`config.mk`:
```
export PLATFORM = sky130hd
export DESIGN_NAME = fsk_modulator
export DESIGN_NICKNAME = d
export VERILOG_FILES = /design/src/rtl/fsk_pkg.sv /design/src/rtl/fsk_tone_gen.sv /design/src/rtl/fsk_modulator.sv
export SDC_FILE = /design/constraint.sdc
export NUM_CORES = 1
export LEC_CHECK = 0
export ABC_CLOCK_PERIOD_IN_PS = 2400
export CAP_MARGIN = 20
export CORE_ASPECT_RATIO = 1.25
export CORE_MARGIN = 2
export CORE_UTILIZATION = 40
export DETAILED_ROUTE_END_ITERATION = 10
export DONT_BUFFER_PORTS = 1
export GPL_ROUTABILITY_DRIVEN = 1
export PLACE_DENSITY = 0.61
export SYNTH_ARGS = -nofsm -noshare
export SYNTH_HDL_FRONTEND = slang
export SYNTH_SLANG_ARGS = --single-unit
```
`constraint.sdc`:
```
create_clock -name clk -period 2.4 [get_ports clk]
set_input_delay 0.6 -clock clk [delete_from_list [all_inputs] [get_ports clk]]
set_output_delay 0.6 -clock clk [all_outputs]
set_load 0.05 [all_outputs]
```
`src/rtl/fsk_pkg.sv`:
```
// Shared definitions for the FSK modulator and the matching period-counting demodulator.
// Default tone timing and the demodulator "1" window are defined once here.
package fsk_pkg;

  localparam int unsigned DATA_W               = 8;
  localparam int unsigned HALF_PERIOD_ONE_DEF  = 43;
  localparam int unsigned HALF_PERIOD_ZERO_DEF = 50;
  localparam int unsigned CYCLES_PER_BIT_DEF   = 8;
  localparam int unsigned PREAMBLE_BITS_DEF    = 2;

  // Demodulator decides "1" when a 2-period sum lies strictly between these bounds
  localparam int unsigned DEMOD_ONE_SUM_LO = 160;
  localparam int unsigned DEMOD_ONE_SUM_HI = 186;

  typedef enum logic [2:0] {
    ST_IDLE     = 3'd0,
    ST_PREAMBLE = 3'd1,
    ST_START    = 3'd2,
    ST_DATA     = 3'd3,
    ST_STOP     = 3'd4
  } fsk_state_e;

  function automatic int unsigned max_u(input int unsigned a, input int unsigned b);
    return (a > b) ? a : b;
  endfunction

  // Bits needed to hold 0..v-1, never less than one
  function automatic int unsigned clog2_min1(input int unsigned v);
    return (v <= 2) ? 1 : $clog2(v);
  endfunction

endpackage

```
`src/rtl/fsk_tone_gen.sv`:
```
// Phase-continuous square-wave tone generator: half-period counter, period counter and toggle.
// Every bit spans CYCLES_PER_BIT whole periods that start and end low.
module fsk_tone_gen
  import fsk_pkg::*;
#(
  parameter int unsigned HALF_PERIOD_ONE  = HALF_PERIOD_ONE_DEF,
  parameter int unsigned HALF_PERIOD_ZERO = HALF_PERIOD_ZERO_DEF,
  parameter int unsigned CYCLES_PER_BIT   = CYCLES_PER_BIT_DEF
) (
  input  logic clk,
  input  logic rst,
  input  logic restart,
  input  logic bit_val,
  output logic tone,
  output logic bit_done
);

  localparam int unsigned HALF_W = clog2_min1(max_u(HALF_PERIOD_ONE, HALF_PERIOD_ZERO));
  localparam int unsigned PER_W  = clog2_min1(CYCLES_PER_BIT + 1);

  localparam logic [HALF_W-1:0] HALF_ONE_LAST  = HALF_W'(HALF_PERIOD_ONE - 1);
  localparam logic [HALF_W-1:0] HALF_ZERO_LAST = HALF_W'(HALF_PERIOD_ZERO - 1);
  localparam logic [PER_W-1:0]  PER_LAST       = PER_W'(CYCLES_PER_BIT - 1);

  logic [HALF_W-1:0] half_q, half_d;
  logic [PER_W-1:0]  period_q, period_d;
  logic              tone_q, tone_d;

  logic [HALF_W-1:0] half_last_c;
  logic              half_wrap_c;
  logic              period_end_c;
  logic              bit_done_c;

  assign half_last_c  = bit_val ? HALF_ONE_LAST : HALF_ZERO_LAST;
  assign half_wrap_c  = (half_q == half_last_c);
  // A period completes on the falling toggle
  assign period_end_c = half_wrap_c & tone_q;
  assign bit_done_c   = ~restart & period_end_c & (period_q == PER_LAST);

  always_ff @(posedge clk or posedge rst) begin
    if (rst) begin
      half_q   <= '0;
      period_q <= '0;
      tone_q   <= 1'b0;
    end else begin
      half_q   <= half_d;
      period_q <= period_d;
      tone_q   <= tone_d;
    end
  end

  always_comb begin
    half_d   = half_q;
    period_d = period_q;
    tone_d   = tone_q;
    if (restart) begin
      half_d   = '0;
      period_d = '0;
      tone_d   = 1'b0;
    end else if (half_wrap_c) begin
      half_d = '0;
      tone_d = ~tone_q;
      if (period_end_c) begin
        period_d = (period_q == PER_LAST) ? '0 : period_q + PER_W'(1);
      end
    end else begin
      half_d = half_q + HALF_W'(1);
    end
  end

  assign tone     = tone_q;
  assign bit_done = bit_done_c;

endmodule

```
`src/rtl/fsk_modulator.sv`:
```
// Byte-framing FSK transmitter: valid/ready intake, preamble/start/data/stop sequencing,
// and tone generation for the ultrasonic transducer driver.
module fsk_modulator
  import fsk_pkg::*;
#(
  parameter int unsigned HALF_PERIOD_ONE  = HALF_PERIOD_ONE_DEF,
  parameter int unsigned HALF_PERIOD_ZERO = HALF_PERIOD_ZERO_DEF,
  parameter int unsigned CYCLES_PER_BIT   = CYCLES_PER_BIT_DEF,
  parameter int unsigned PREAMBLE_BITS    = PREAMBLE_BITS_DEF
) (
  input  logic              clk,
  input  logic              rst,
  input  logic [DATA_W-1:0] tx_data,
  input  logic              tx_valid,
  output logic              tx_ready,
  output logic              fsk_out,
  output logic              busy,
  output logic              frame_done
);

  localparam int unsigned IDX_W = 3;
  localparam int unsigned PRE_W = clog2_min1(PREAMBLE_BITS);
  localparam logic [PRE_W-1:0] PRE_LAST =
    PRE_W'((PREAMBLE_BITS > 0) ? PREAMBLE_BITS - 1 : 0);

  fsk_state_e        state_q, state_d;
  logic [DATA_W-1:0] shreg_q, shreg_d;
  logic [IDX_W-1:0]  bit_idx_q, bit_idx_d;
  logic [PRE_W-1:0]  pre_cnt_q, pre_cnt_d;
  logic              tx_ready_q, tx_ready_d;
  logic              busy_q, busy_d;
  logic              frame_done_q, frame_done_d;

  logic accept_c;
  logic restart_c;
  logic bit_val_c;
  logic bit_done_c;
  logic tone;

  assign accept_c  = tx_valid & tx_ready_q;
  // Tone counters stay cleared through IDLE, so the accept edge starts a fresh period
  assign restart_c = (state_q == ST_IDLE);

  // Value of the bit currently on air; preamble alternates starting with 1
  always_comb begin
    bit_val_c = 1'b0;
    unique case (state_q)
      ST_PREAMBLE: bit_val_c = ~pre_cnt_q[0];
      ST_START:    bit_val_c = 1'b0;
      ST_DATA:     bit_val_c = shreg_q[0];
      ST_STOP:     bit_val_c = 1'b1;
      default:     bit_val_c = 1'b0;
    endcase
  end

  fsk_tone_gen #(
    .HALF_PERIOD_ONE  (HALF_PERIOD_ONE),
    .HALF_PERIOD_ZERO (HALF_PERIOD_ZERO),
    .CYCLES_PER_BIT   (CYCLES_PER_BIT)
  ) u_tone (
    .clk      (clk),
    .rst      (rst),
    .restart  (restart_c),
    .bit_val  (bit_val_c),
    .tone     (tone),
    .bit_done (bit_done_c)
  );

  always_ff @(posedge clk or posedge rst) begin
    if (rst) begin
      state_q      <= ST_IDLE;
      shreg_q      <= '0;
      bit_idx_q    <= '0;
      pre_cnt_q    <= '0;
      tx_ready_q   <= 1'b0;
      busy_q       <= 1'b0;
      frame_done_q <= 1'b0;
    end else begin
      state_q      <= state_d;
      shreg_q      <= shreg_d;
      bit_idx_q    <= bit_idx_d;
      pre_cnt_q    <= pre_cnt_d;
      tx_ready_q   <= tx_ready_d;
      busy_q       <= busy_d;
      frame_done_q <= frame_done_d;
    end
  end

  always_comb begin
    state_d      = state_q;
    shreg_d      = shreg_q;
    bit_idx_d    = bit_idx_q;
    pre_cnt_d    = pre_cnt_q;
    tx_ready_d   = tx_ready_q;
    busy_d       = busy_q;
    frame_done_d = 1'b0;

    unique case (state_q)
      ST_IDLE: begin
        tx_ready_d = 1'b1;
        if (accept_c) begin
          shreg_d    = tx_data;
          bit_idx_d  = '0;
          pre_cnt_d  = '0;
          tx_ready_d = 1'b0;
          busy_d     = 1'b1;
          state_d    = (PREAMBLE_BITS == 0) ? ST_START : ST_PREAMBLE;
        end
      end
      ST_PREAMBLE: begin
        if (bit_done_c) begin
          if (pre_cnt_q == PRE_LAST) begin
            state_d = ST_START;
          end else begin
            pre_cnt_d = pre_cnt_q + PRE_W'(1);
          end
        end
      end
      ST_START: begin
        if (bit_done_c) begin
          state_d = ST_DATA;
        end
      end
      ST_DATA: begin
        // LSB-first: shift right after each bit, leave once the index wraps
        if (bit_done_c) begin
          shreg_d   = {1'b0, shreg_q[DATA_W-1:1]};
          bit_idx_d = bit_idx_q + IDX_W'(1);
          if (bit_idx_q == IDX_W'(DATA_W - 1)) begin
            state_d = ST_STOP;
          end
        end
      end
      ST_STOP: begin
        if (bit_done_c) begin
          state_d      = ST_IDLE;
          frame_done_d = 1'b1;
          busy_d       = 1'b0;
          tx_ready_d   = 1'b1;
        end
      end
      default: begin
        state_d    = ST_IDLE;
        busy_d     = 1'b0;
        tx_ready_d = 1'b0;
      end
    endcase
  end

  assign tx_ready   = tx_ready_q;
  assign busy       = busy_q;
  assign frame_done = frame_done_q;
  assign fsk_out    = tone;

endmodule

```
==> results of run 1 <==
[stage by stage]
step	area (um^2)	utilization	setup WS [ns]
6_report	1770	0.466	0.244
5_1_grt	1770	0.466	0.105
3_5_place_dp	1690	0.445	0.264
2_1_floorplan	1580	-	0.302
3_3_place_gp	1690	0.445	0.337
4_1_cts	1770	0.466	0.239
[registers in the layout, summed over array words and instances (netlist names), 3 cells and up]
signal and cells:
state_q 3, u_tone.half_q 6, shreg_q 8, u_tone.period_q 4
bit_idx_q 3
[worst max-delay path: cells and delay by family (launching register included)]
family	cells	cell delay [ns]
compound gates	2	0.57
flops	1	0.40
mux	1	0.42
simple gates	2	0.68
[layout make-up]
class / count / share of cell area
inverter: 12 / 0.0255
multi-input combinational: 125 / 0.433
tap: 54 / 0.0383
clock buffer: 8 / 0.0454
timing repair buffer: 11 / 0.0468
sequential: 29 / 0.411
[routing by layer]
metal	GRT usage	vias up	share of wire
li1	-	632	-
met1	0.196	613	0.42
met2	0.287	21	0.51
met3	0.0748	6	0.047
met4	0.0741	0	0.017
met5	0	-	0
[cell usage after synthesis]
master,instances,area (um^2)
sky130_fd_sc_hd__dfrtp_1,29,726
sky130_fd_sc_hd__nor2_1,23,86.3
sky130_fd_sc_hd__nand2_1,17,63.8
sky130_fd_sc_hd__a21oi_1,15,75.1
sky130_fd_sc_hd__inv_1,12,45.0
sky130_fd_sc_hd__nand3_1,9,45.0
sky130_fd_sc_hd__o21ai_0,8,40.0
sky130_fd_sc_hd__a211oi_1,7,52.6
sky130_fd_sc_hd__ha_1,4,50.1
sky130_fd_sc_hd__a31oi_1,3,18.8
sky130_fd_sc_hd__or4_1,3,22.5
sky130_fd_sc_hd__a31o_2,2,17.5
sky130_fd_sc_hd__and3b_1,2,17.5
sky130_fd_sc_hd__buf_2,2,10.0
sky130_fd_sc_hd__buf_6,2,22.5
sky130_fd_sc_hd__clkbuf_1,2,7.51
sky130_fd_sc_hd__nand2b_1,2,12.5
sky130_fd_sc_hd__nand4bb_1,2,22.5
sky130_fd_sc_hd__nor2b_1,2,12.5
sky130_fd_sc_hd__nor3_1,2,10.0
sky130_fd_sc_hd__nor3_2,2,20.0
sky130_fd_sc_hd__o31ai_1,2,15.0
sky130_fd_sc_hd__xnor2_1,2,17.5
sky130_fd_sc_hd__xor2_1,2,17.5
sky130_fd_sc_hd__a22oi_2,1,12.5
sky130_fd_sc_hd__a32oi_1,1,8.76
sky130_fd_sc_hd__a41o_1,1,10.0
sky130_fd_sc_hd__and2_1,1,6.26
sky130_fd_sc_hd__and2b_1,1,7.51
sky130_fd_sc_hd__buf_4,1,7.51
sky130_fd_sc_hd__mux2_4,1,15.0
sky130_fd_sc_hd__mux2i_1,1,10.0
sky130_fd_sc_hd__nand3b_1,1,7.51
sky130_fd_sc_hd__nand4_1,1,6.26
sky130_fd_sc_hd__nor4_1,1,6.26
sky130_fd_sc_hd__nor4b_1,1,8.76
sky130_fd_sc_hd__o21ai_2,1,8.76
sky130_fd_sc_hd__o311ai_0,1,8.76
sky130_fd_sc_hd__o41ai_2,1,16.3
sky130_fd_sc_hd__or3_1,1,6.26
sky130_fd_sc_hd__or3b_1,1,8.76
[kinds of logic (layout without fill, tap and decap cells)]
logic type	Yosys count	after routing	share of synthesized area
fa+ha+maj	4	4	0.0316
flops	29	29	0.459
simple gates	72	72	0.234
compound gates	43	43	0.179
xor+xnor	4	4	0.0221
buf+inv	19	31	0.0585
mux	2	2	0.0158
[report_power, final]
| part | switching, uW | total (uW) | internal, uW |
|---|---|---|---|
| Sequential | 0 | 489 | 489 |
| Clock | 167 | 372 | 205 |
| Combinational | 9.68 | 11.3 | 1.60 |
[worst min-delay path by stage]
| stage | startpoint | to | slack, ns | cells after the start |
|---|---|---|---|---|
| finish | rst | shreg_q[5] | 0.28 | 2 |
| global placement | u_tone.half_q[0] | u_tone.half_q[0] | 0.49 | 1 |
| CTS | rst | shreg_q[5] | 0.29 | 2 |
| detailed placement | shreg_q[5] | shreg_q[4] | 0.52 | 2 |
| global route | rst | shreg_q[5] | 0.32 | 2 |
| floorplan | u_tone.half_q[0] | u_tone.half_q[0] | 0.47 | 1 |
==> metrics.txt, run 1 <==
Max rail drop VDD about 0.39 mV; area of the die between 4000 and 5000 um^2; initial core utilization 0.418; Detailed Route Iter0 Violations 55; first-pass detailed-route iteration total 4; share of final-layout standard cells stronger than drive strength 1 0.130; min-delay worst type in -> async; highest-count cells in the layout ignoring fill and taps 29 x sky130_fd_sc_hd__dfrtp_1, 23 x sky130_fd_sc_hd__nor2_1, 17 x sky130_fd_sc_hd__nand2_1, 15 x sky130_fd_sc_hd__a21oi_1, 12 x sky130_fd_sc_hd__inv_1; number of buffers inserted by hold repair at cts 0; capturing element of the worst setup path state_q[1]; synth unique cells roughly 40; Yosys warning total 0; instance count of the mapped netlist 173; flip-flop and latch count after synthesis 29; Largest stage delay, worst path approximately 0.51 ns; Area Growth Syn to Fin 11.5%; largest buffer count on any clock path 2; dpl hpwl about 2.4 mm; number of rows in the core area 25; Fill cells ~370; count of pins over their slew limit 0; result of the run complete, no violations; worst-path fanout max 16; Slew HR 0.669; shortest clock period the worst path allows after layout about 2.2 ns; category of the most critical setup path reg -> reg; CTS tree yes; post-synthesis net count about 190; number of failing setup endpoints in the final timing report 0; max-cap violation count 0; final count of hold timing violations 0; DR vias/cell roughly 5.3; later-pin clock latency in the skew report 0.27 ns; launch point of the worst reg-to-reg path state_q[1]; vertical extent of the die approximately 74 um; post-cts gate resize count 0; remaining global-route overflow 0; critical register-to-register path endpoint state_q[1]; post-route clock period utilization 0.898; vias ~1300; slew at the pin closest to its max-slew limit slightly below 0.5 ns; netlist area before placement approximately 1600 um^2; Post-CTS Setup Repair Bufs 0; average wire per standard cell between 10 and 15 um; TritonCTS Buffers 5; number of cells in the design after placement approximately 230; core footprint ~3800 um^2; multi-input gate area in the final layout about 760 um^2; post-detailed-route DRC marker count 0; worst path arrival time around 2.4 ns; power after layout 873 uW; count of boundary I/O pins 15; Clock transition at path regs 0.06 ns; Sinks on Clock Net 29; post-synthesis sequential area ratio 0.458; crit path launch state_q[1]; maximum number of pins on one net before global-route repair 30; via count of the first global-routing pass about 1300; antenna violations before repair 0; Final Skew between 0.003 and 0.004 ns; number of inserted diodes 0; antenna-violating nets left 0; element type at the critical path start register; level count of the clock H-tree 2; FF/Latch Area between 700 and 800 um^2; leakage component of the power 0.000808 uW; Die Wd approximately 60 um; most common cell after layout, fill and taps aside sky130_fd_sc_hd__dfrtp_1; required time of the critical path 2.59 ns; capturing element type of the critical path register; PwrDens between 400 and 500 nW/um^2; syn_area_per_cell just over 9 um^2; total negative slack for setup checks 0 ns; hold slack 0.278 ns; RSZ-0062 raised after global routing false; cell at the root of the clock tree sky130_fd_sc_hd__clkbuf_8; number of cell instances on the worst register-to-register path 5; Nets 199; total track usage 0.175; final estimated routing congestion in global placement between 0.9 and 1; fin cells between 200 and 250; highest attainable clock frequency 464 MHz; slowest cell on the critical path sky130_fd_sc_hd__or4_1; wire length of the first global-routing pass between 5 and 6 mm; register-to-register path setup slack between 0.2 and 0.25 ns; cell chain of the critical path and2b_1 -> o41ai_2 -> mux2_4 -> or4_1 -> a21oi_1; detailed-route wire length between 3 and 4 mm; buffers added on ports 0
Note: power is estimated with default switching activity, not from simulation.
==> inputs of run 2 (changes only) <==
- SYNTH_HIERARCHICAL: unset -> 1
==> metrics.txt, run 2 <==
antenna-violating nets left 0 (unchanged); min-delay worst type in -> async (unchanged); finished layout cell area 1960 um^2 (was 1770 um^2); main flop type after synthesis sky130_fd_sc_hd__dfrtp_1 (unchanged); final count of hold timing violations 0 (unchanged); M1 WL 1.37 mm (was 1.36 mm); max-cap violation count 0 (unchanged); synth unique cells 39 (was 41); Sinks on Clock Net 29 (unchanged); Die Wd 61.0 um (was 60.3 um); number of inserted diodes 0 (unchanged); instance count of the mapped netlist 145 (was 173); final estimated routing congestion in global placement 0.750 (was 0.925); count of flip-flops with a built-in enable after synthesis 0 (unchanged); initial core utilization 0.421 (was 0.418); number of failing setup endpoints in the final timing report 0 (unchanged); largest buffer count on any clock path 2 (unchanged); netlist area before placement 1620 um^2 (was 1580 um^2); flip-flop and latch count after synthesis 29 (unchanged); Largest regs shreg_q x8, u_tone/half_q x6, u_tone/period_q x4 (was shreg_q x8, u_tone.half_q x6, u_tone.period_q x4); Nets 177 (was 199); maximum number of pins on one net before global-route repair 19 (was 30); total negative slack for setup checks 0 ns (unchanged); antenna violations before repair 0 (unchanged); vertical extent of the die 75.2 um (was 74.3 um); Clock transition at path regs 0.06 ns (about the same); library cell with the highest instance count after synthesis sky130_fd_sc_hd__dfrtp_1 (unchanged); TritonCTS Buffers 5 (unchanged); highest attainable clock frequency 430 MHz (was 464 MHz); post-detailed-route DRC marker count 0 (unchanged); remaining global-route overflow 0 (unchanged); hold slack 0.188 ns (was 0.278 ns); DR vias/cell 5.29 (was 5.32); met2 wire length 1.65 mm (was 1.66 mm); worst-path fanout max 6 (was 16); Area after DPL 1760 um^2 (was 1690 um^2); cell at the root of the clock tree sky130_fd_sc_hd__clkbuf_8 (unchanged); element type at the critical path start register (unchanged); area fraction in compound gates after synthesis 0.0826 (was 0.179); required time of the critical path 2.57 ns (was 2.59 ns); first-pass detailed-route iteration total 4 (unchanged); via count of the first global-routing pass 1176 (was 1287); power after layout 1450 uW (was 873 uW); count of boundary I/O pins 15 (unchanged); Final WS setup 0.0763 ns (was 0.244 ns); total track usage 0.159 (was 0.175); shortest clock period the worst path allows after layout 2.32 ns (was 2.16 ns); largest cells by area after synthesis sky130_fd_sc_hd__dfrtp_1 45%, sky130_fd_sc_hd__mux2_4 9.3%, sky130_fd_sc_hd__mux2_2 4.9%, sky130_fd_sc_hd__ha_1 3.1%, sky130_fd_sc_hd__a21oi_1 2.5% (was sky130_fd_sc_hd__dfrtp_1 46%, sky130_fd_sc_hd__nor2_1 5.5%, sky130_fd_sc_hd__a21oi_1 4.7%, sky130_fd_sc_hd__nand2_1 4.0%, sky130_fd_sc_hd__a211oi_1 3.3%); result of the run complete, no violations (unchanged); most instantiated cells after synthesis 29 x sky130_fd_sc_hd__dfrtp_1, 10 x sky130_fd_sc_hd__mux2_4, 9 x sky130_fd_sc_hd__nand2_1, 8 x sky130_fd_sc_hd__a21oi_1 (was 29 x sky130_fd_sc_hd__dfrtp_1, 23 x sky130_fd_sc_hd__nor2_1, 17 x sky130_fd_sc_hd__nand2_1, 15 x sky130_fd_sc_hd__a21oi_1, 12 x sky130_fd_sc_hd__inv_1); wire length of the first global-routing pass 5.22 mm (was 5.72 mm); area of the die 4580 um^2 (was 4480 um^2); FF/Latch Area 726 um^2 (unchanged); buffers added on ports 0 (unchanged); Fill cells 357 (was 371); mux cell area share after synthesis 0.154 (was 0.0158); post-route clock period utilization 0.968 (was 0.898); Yosys warning total 6 (was 0); syn_area_per_cell 11.2 um^2 (was 9.15 um^2); highest routed metal layer met4 (unchanged); multi-input gate area in the final layout 870 um^2 (was 764 um^2); max reg flops 8 (unchanged); capturing element type of the critical path register (unchanged); core footprint 3850 um^2 (was 3780 um^2); share of final-layout standard cells stronger than drive strength 1 0.331 (was 0.130); minimum setup slack after placement 0.0359 ns (was 0.264 ns); worst path arrival time 2.50 ns (was 2.35 ns); post-synthesis net count 160 (was 188); biggest area consumer among synthesized cells sky130_fd_sc_hd__dfrtp_1 (unchanged); number of buffers inserted by hold repair at cts 0 (unchanged); post-synthesis simple-gate area fraction 0.215 (was 0.234); Final Skew 0.00414 ns (was 0.00309 ns); xor/xnor share of the synthesized area 0.0216 (was 0.0221); combinational family with the most area after synthesis simple AND/OR/NAND/NOR gates (unchanged); Detailed Route Iter0 Violations 37 (was 55); category of the most critical setup path reg -> reg (unchanged); slew at the pin closest to its max-slew limit 0.744 ns (was 0.496 ns); detailed-route wire length 3.22 mm (about the same); number of rows in the core area 25 (unchanged); count of pins over their slew limit 0 (unchanged); adder-cell share of the synthesized area 0.0309 (was 0.0316); Slew HR 0.504 (was 0.669); proportion of synthesized flip-flops having asynchronous set or reset 1.00 (unchanged); vias 1148 (was 1272); CTS tree yes (unchanged); post-synthesis sequential area ratio 0.448 (was 0.458); dpl hpwl 2.23 mm (was 2.42 mm); largest register by flop count shreg_q (unchanged); Max rail drop VDD 0.369 mV (was 0.389 mV); leakage component of the power 0.000852 uW (was 0.000808 uW); highest-count cells in the layout ignoring fill and taps 29 x sky130_fd_sc_hd__dfrtp_1, 15 x sky130_fd_sc_hd__buf_4, 10 x sky130_fd_sc_hd__mux2_4, 9 x sky130_fd_sc_hd__nand2_1 (was 29 x sky130_fd_sc_hd__dfrtp_1, 23 x sky130_fd_sc_hd__nor2_1, 17 x sky130_fd_sc_hd__nand2_1, 15 x sky130_fd_sc_hd__a21oi_1, 12 x sky130_fd_sc_hd__inv_1); PwrDens 742 nW/um^2 (was 494 nW/um^2); average wire per standard cell 14.8 um (was 13.5 um); Area Growth Syn to Fin 20.6% (was 11.5%); proportion of netlist area held by the largest area contributor 0.448 (was 0.458); level count of the clock H-tree 2 (unchanged); later-pin clock latency in the skew report 0.28 ns (was 0.27 ns); most common cell after layout, fill and taps aside sky130_fd_sc_hd__dfrtp_1 (unchanged); wire length on met3 131 um (was 152 um)
-- run 2: changes by cell type in the layout (fill, tap and decap cells not counted), moves of 7 or more --
cell,previous run,this run
sky130_fd_sc_hd__a21oi_1,15,7
sky130_fd_sc_hd__mux2_4,1,10
sky130_fd_sc_hd__nand2_1,17,9
sky130_fd_sc_hd__nor2_1,23,4
sky130_fd_sc_hd__mux2_2,0,7
-- run 2: per-layer routing --
metal  track usage  up-vias
met5             0        -
met4        0.0725        0
met3        0.0601        7
met2         0.266       22
met1         0.178      565
li1              -      554
-- run 2: metrics by stage --
step / instances / util
floorplan: 145 / -
global placement: 203 / 0.456
detailed placement: 203 / 0.456
CTS: 211 / 0.483
global route: 217 / 0.508
finish: 217 / 0.508
-- run 2: worst paths after layout --
check	start	endpoint	slack, ns	cells after the start
max	state_q[1]	shreg_q[0]	0.08	11
min	rst	u_tone/period_q[3]	0.19	1
max reg2reg	state_q[1]	shreg_q[0]	0.08	11
min reg2reg	shreg_q[4]	shreg_q[4]	0.51	1
max in group asynchronous	rst	pre_cnt_q	1.60	1
min in group clk	tx_data[7]	shreg_q[7]	0.45	2
-- run 2: repair_timing --
action	in CTS	in global routing
endpoints found under the setup margin	0	10
resized for setup	0	8
setup buffers	0	5
-- run 2: kinds of logic after synthesis --
family / Yosys count
and+or+nand+nor: 52
DFF: 29
AOI/OAI and AO/OA: 23
muxes: 19
buffers and inverters: 14
xor gates and xnor gates: 4
adders and majority gates: 4
-- run 2: where the power goes --
part / switching (uW) / internal, uW
sequential: 99.0 / 577
clock: 191 / 259
combinational: 153 / 172
-- run 2: final cells by class --
| type | instances | area share |
|---|---|---|
| multi-input cells | 102 | 0.445 |
| clock inverters | 1 | 0.00256 |
| clock buffers | 7 | 0.0493 |
| flip-flops and latches | 29 | 0.371 |
| inverters | 6 | 0.0115 |
| well taps | 54 | 0.0345 |
| repair buffers | 18 | 0.0864 |
-- run 2: critical path, cell delays in order (launching register included) --
cell and delay, ns:
sky130_fd_sc_hd__dfrtp_1 0.40, sky130_fd_sc_hd__buf_6 0.15, sky130_fd_sc_hd__nand2b_4 0.07, sky130_fd_sc_hd__nand3_2 0.08
sky130_fd_sc_hd__o21ai_2 0.14, sky130_fd_sc_hd__and4bb_1 0.24, sky130_fd_sc_hd__mux2i_2 0.10, sky130_fd_sc_hd__nor4_4 0.17
sky130_fd_sc_hd__nand3_2 0.14, sky130_fd_sc_hd__a21oi_4 0.24, sky130_fd_sc_hd__clkbuf_16 0.19, sky130_fd_sc_hd__mux2_4 0.29
==> inputs of run 3 (changes only) <==
- CORE_UTILIZATION: 40 -> 55
- PLACE_DENSITY: 0.61 -> 0.77
==> metrics.txt, run 3 (synthesis results as in run 2) <==
result of the run complete, no violations (unchanged); number of inserted diodes 0 (unchanged); area of the die 3400 um^2 (was 4580 um^2); antenna-violating nets left 0 (unchanged); slowest cell on the critical path sky130_fd_sc_hd__dfrtp_2 (was sky130_fd_sc_hd__dfrtp_1); power after layout 1320 uW (was 1450 uW); Sinks on Clock Net 29 (unchanged); post-detailed-route DRC marker count 0 (unchanged); highest attainable clock frequency 429 MHz (was 430 MHz); Max rail drop VDD 0.428 mV (was 0.369 mV); maximum number of pins on one net before global-route repair 19 (unchanged); Clock transition at path regs 0.10 ns (was 0.06 ns); worst path arrival time 2.55 ns (was 2.50 ns); vias 1179 (was 1148); DR vias/cell 6.02 (was 5.29); Nets 174 (was 177); core footprint 2860 um^2 (was 3850 um^2); highest-count cells in the layout ignoring fill and taps 28 x sky130_fd_sc_hd__dfrtp_1, 13 x sky130_fd_sc_hd__buf_4, 10 x sky130_fd_sc_hd__mux2_4, 9 x sky130_fd_sc_hd__nand2_1 (was 29 x sky130_fd_sc_hd__dfrtp_1, 15 x sky130_fd_sc_hd__buf_4, 10 x sky130_fd_sc_hd__mux2_4, 9 x sky130_fd_sc_hd__nand2_1); Detailed Route Iter0 Violations 24 (was 37); level count of the clock H-tree 2 (unchanged); most common cell type on the critical path sky130_fd_sc_hd__nand3_2 (unchanged); dpl hpwl 2.30 mm (was 2.23 mm); vertical extent of the die 64.7 um (was 75.2 um); Area Growth Syn to Fin 14.7% (was 20.6%); required time of the critical path 2.63 ns (was 2.57 ns); CP bufs+invs 1 (was 2); buffers added on ports 0 (unchanged); TritonCTS Buffers 5 (unchanged); largest register by flop count shreg_q (unchanged); worst-path fanout max 6 (unchanged); cell chain of the critical path nand2b_1 -> nand3_2 -> o21ai_2 -> and4bb_1 -> mux2i_2 -> nor4_4 -> nand3_2 -> a21oi_4 -> buf_12 -> mux2_2 (was buf_6 -> nand2b_4 -> nand3_2 -> o21ai_2 -> and4bb_1 -> mux2i_2 -> nor4_4 -> nand3_2 -> a21oi_4 -> clkbuf_16 -> mux2_4); final count of hold timing violations 0 (unchanged); initial core utilization 0.566 (was 0.421); count of boundary I/O pins 15 (unchanged); CTS tree yes (unchanged); Final WS setup 0.0717 ns (was 0.0763 ns); capturing element type of the critical path register (unchanged); shortest clock period the worst path allows after layout 2.33 ns (was 2.32 ns); Largest stage delay, worst path 0.46 ns (was 0.40 ns); Largest delay share family, worst path simple AND/OR/NAND/NOR gates (unchanged); slew at the pin closest to its max-slew limit 0.674 ns (was 0.744 ns); PwrDens 712 nW/um^2 (was 742 nW/um^2); Die Wd 52.6 um (was 61.0 um); minimum setup slack after placement 0.0829 ns (was 0.0359 ns); min-delay worst type in -> async (unchanged); remaining global-route overflow 0 (unchanged); Slew HR 0.550 (was 0.504); first-pass detailed-route iteration total 4 (unchanged); average wire per standard cell 17.2 um (was 14.8 um); most common cell after layout, fill and taps aside sky130_fd_sc_hd__dfrtp_1 (unchanged); share of final-layout standard cells stronger than drive strength 1 0.319 (was 0.331); Final Skew 0.0112 ns (was 0.00414 ns); Largest regs shreg_q x8, u_tone/half_q x6, u_tone/period_q x4 (unchanged); leakage component of the power 0.000804 uW (was 0.000852 uW); final estimated routing congestion in global placement 0.895 (was 0.750); post-route clock period utilization 0.970 (was 0.968); element type at the critical path start register (unchanged); number of failing setup endpoints in the final timing report 0 (unchanged); category of the most critical setup path reg -> reg (unchanged); wire length of the first global-routing pass 5.41 mm (was 5.22 mm); max reg flops 8 (unchanged); max-cap violation count 0 (unchanged); count of pins over their slew limit 0 (unchanged); later-pin clock latency in the skew report 0.34 ns (was 0.28 ns); total track usage 0.220 (was 0.159); largest buffer count on any clock path 2 (unchanged); antenna violations before repair 0 (unchanged); detailed-route wire length 3.36 mm (was 3.22 mm); via count of the first global-routing pass 1229 (was 1176); cell at the root of the clock tree sky130_fd_sc_hd__clkbuf_4 (was sky130_fd_sc_hd__clkbuf_8); number of rows in the core area 22 (was 25)
## run 3: timing repair
action,CTS,global route
setup buffers,0,2
hold buffers,0,0
setup endpoints to repair,0,10
resized for setup,0,8
## run 3: where the power goes
| group | switching (uW) | leakage, uW | internal [uW] | total [uW] |
|---|---|---|---|---|
| logic | 166 | 0.000414 | 180 | 346 |
| clock network | 185 | 0.0000310 | 110 | 295 |
| registers | 107 | 0.000360 | 576 | 683 |
## run 3: worst paths after layout
kind	start	end	slack (ns)	cells after the start
min reg2reg	shreg_q[0]	shreg_q[0]	0.52	1
min in group clk	tx_data[7]	shreg_q[7]	0.40	2
max reg2reg	state_q[1]	bit_idx_q[0]	0.07	10
max in group asynchronous	rst	state_q[1]	1.69	1
min	rst	u_tone/half_q[0]	0.12	1
max	state_q[1]	bit_idx_q[0]	0.07	10
## run 3: stage by stage
step	hold WS (ns)	cells	utilization	instance area [um^2]	setup TNS, ns
CTS	0.124	193	0.625	1790	0
global placement	0.487	185	0.605	1730	0
floorplan	0.452	145	-	1650	0
finish	0.122	196	0.649	1860	0
detailed placement	0.490	185	0.605	1730	0
global route	0.139	196	0.649	1860	-0.205
## run 3: final cells by class
cell class,count,area (um^2)
Clock buffer,5,37.5
Clock inverter,3,17.5
Fill cell,235,1000
Inverter,6,22.5
Multi-Input combinational cell,102,867
Sequential cell,29,727
Tap cell,36,45.0
Timing Repair Buffer,15,143
## run 3: metal layers
| layer | global-route usage | vias to the layer above | wire length [um] |
|---|---|---|---|
| li1 | - | 558 | - |
| met1 | 0.240 | 595 | 1370 |
| met2 | 0.367 | 20 | 1810 |
| met3 | 0.0806 | 6 | 120 |
| met4 | 0.109 | 0 | 64 |
| met5 | 0 | - | 0 |
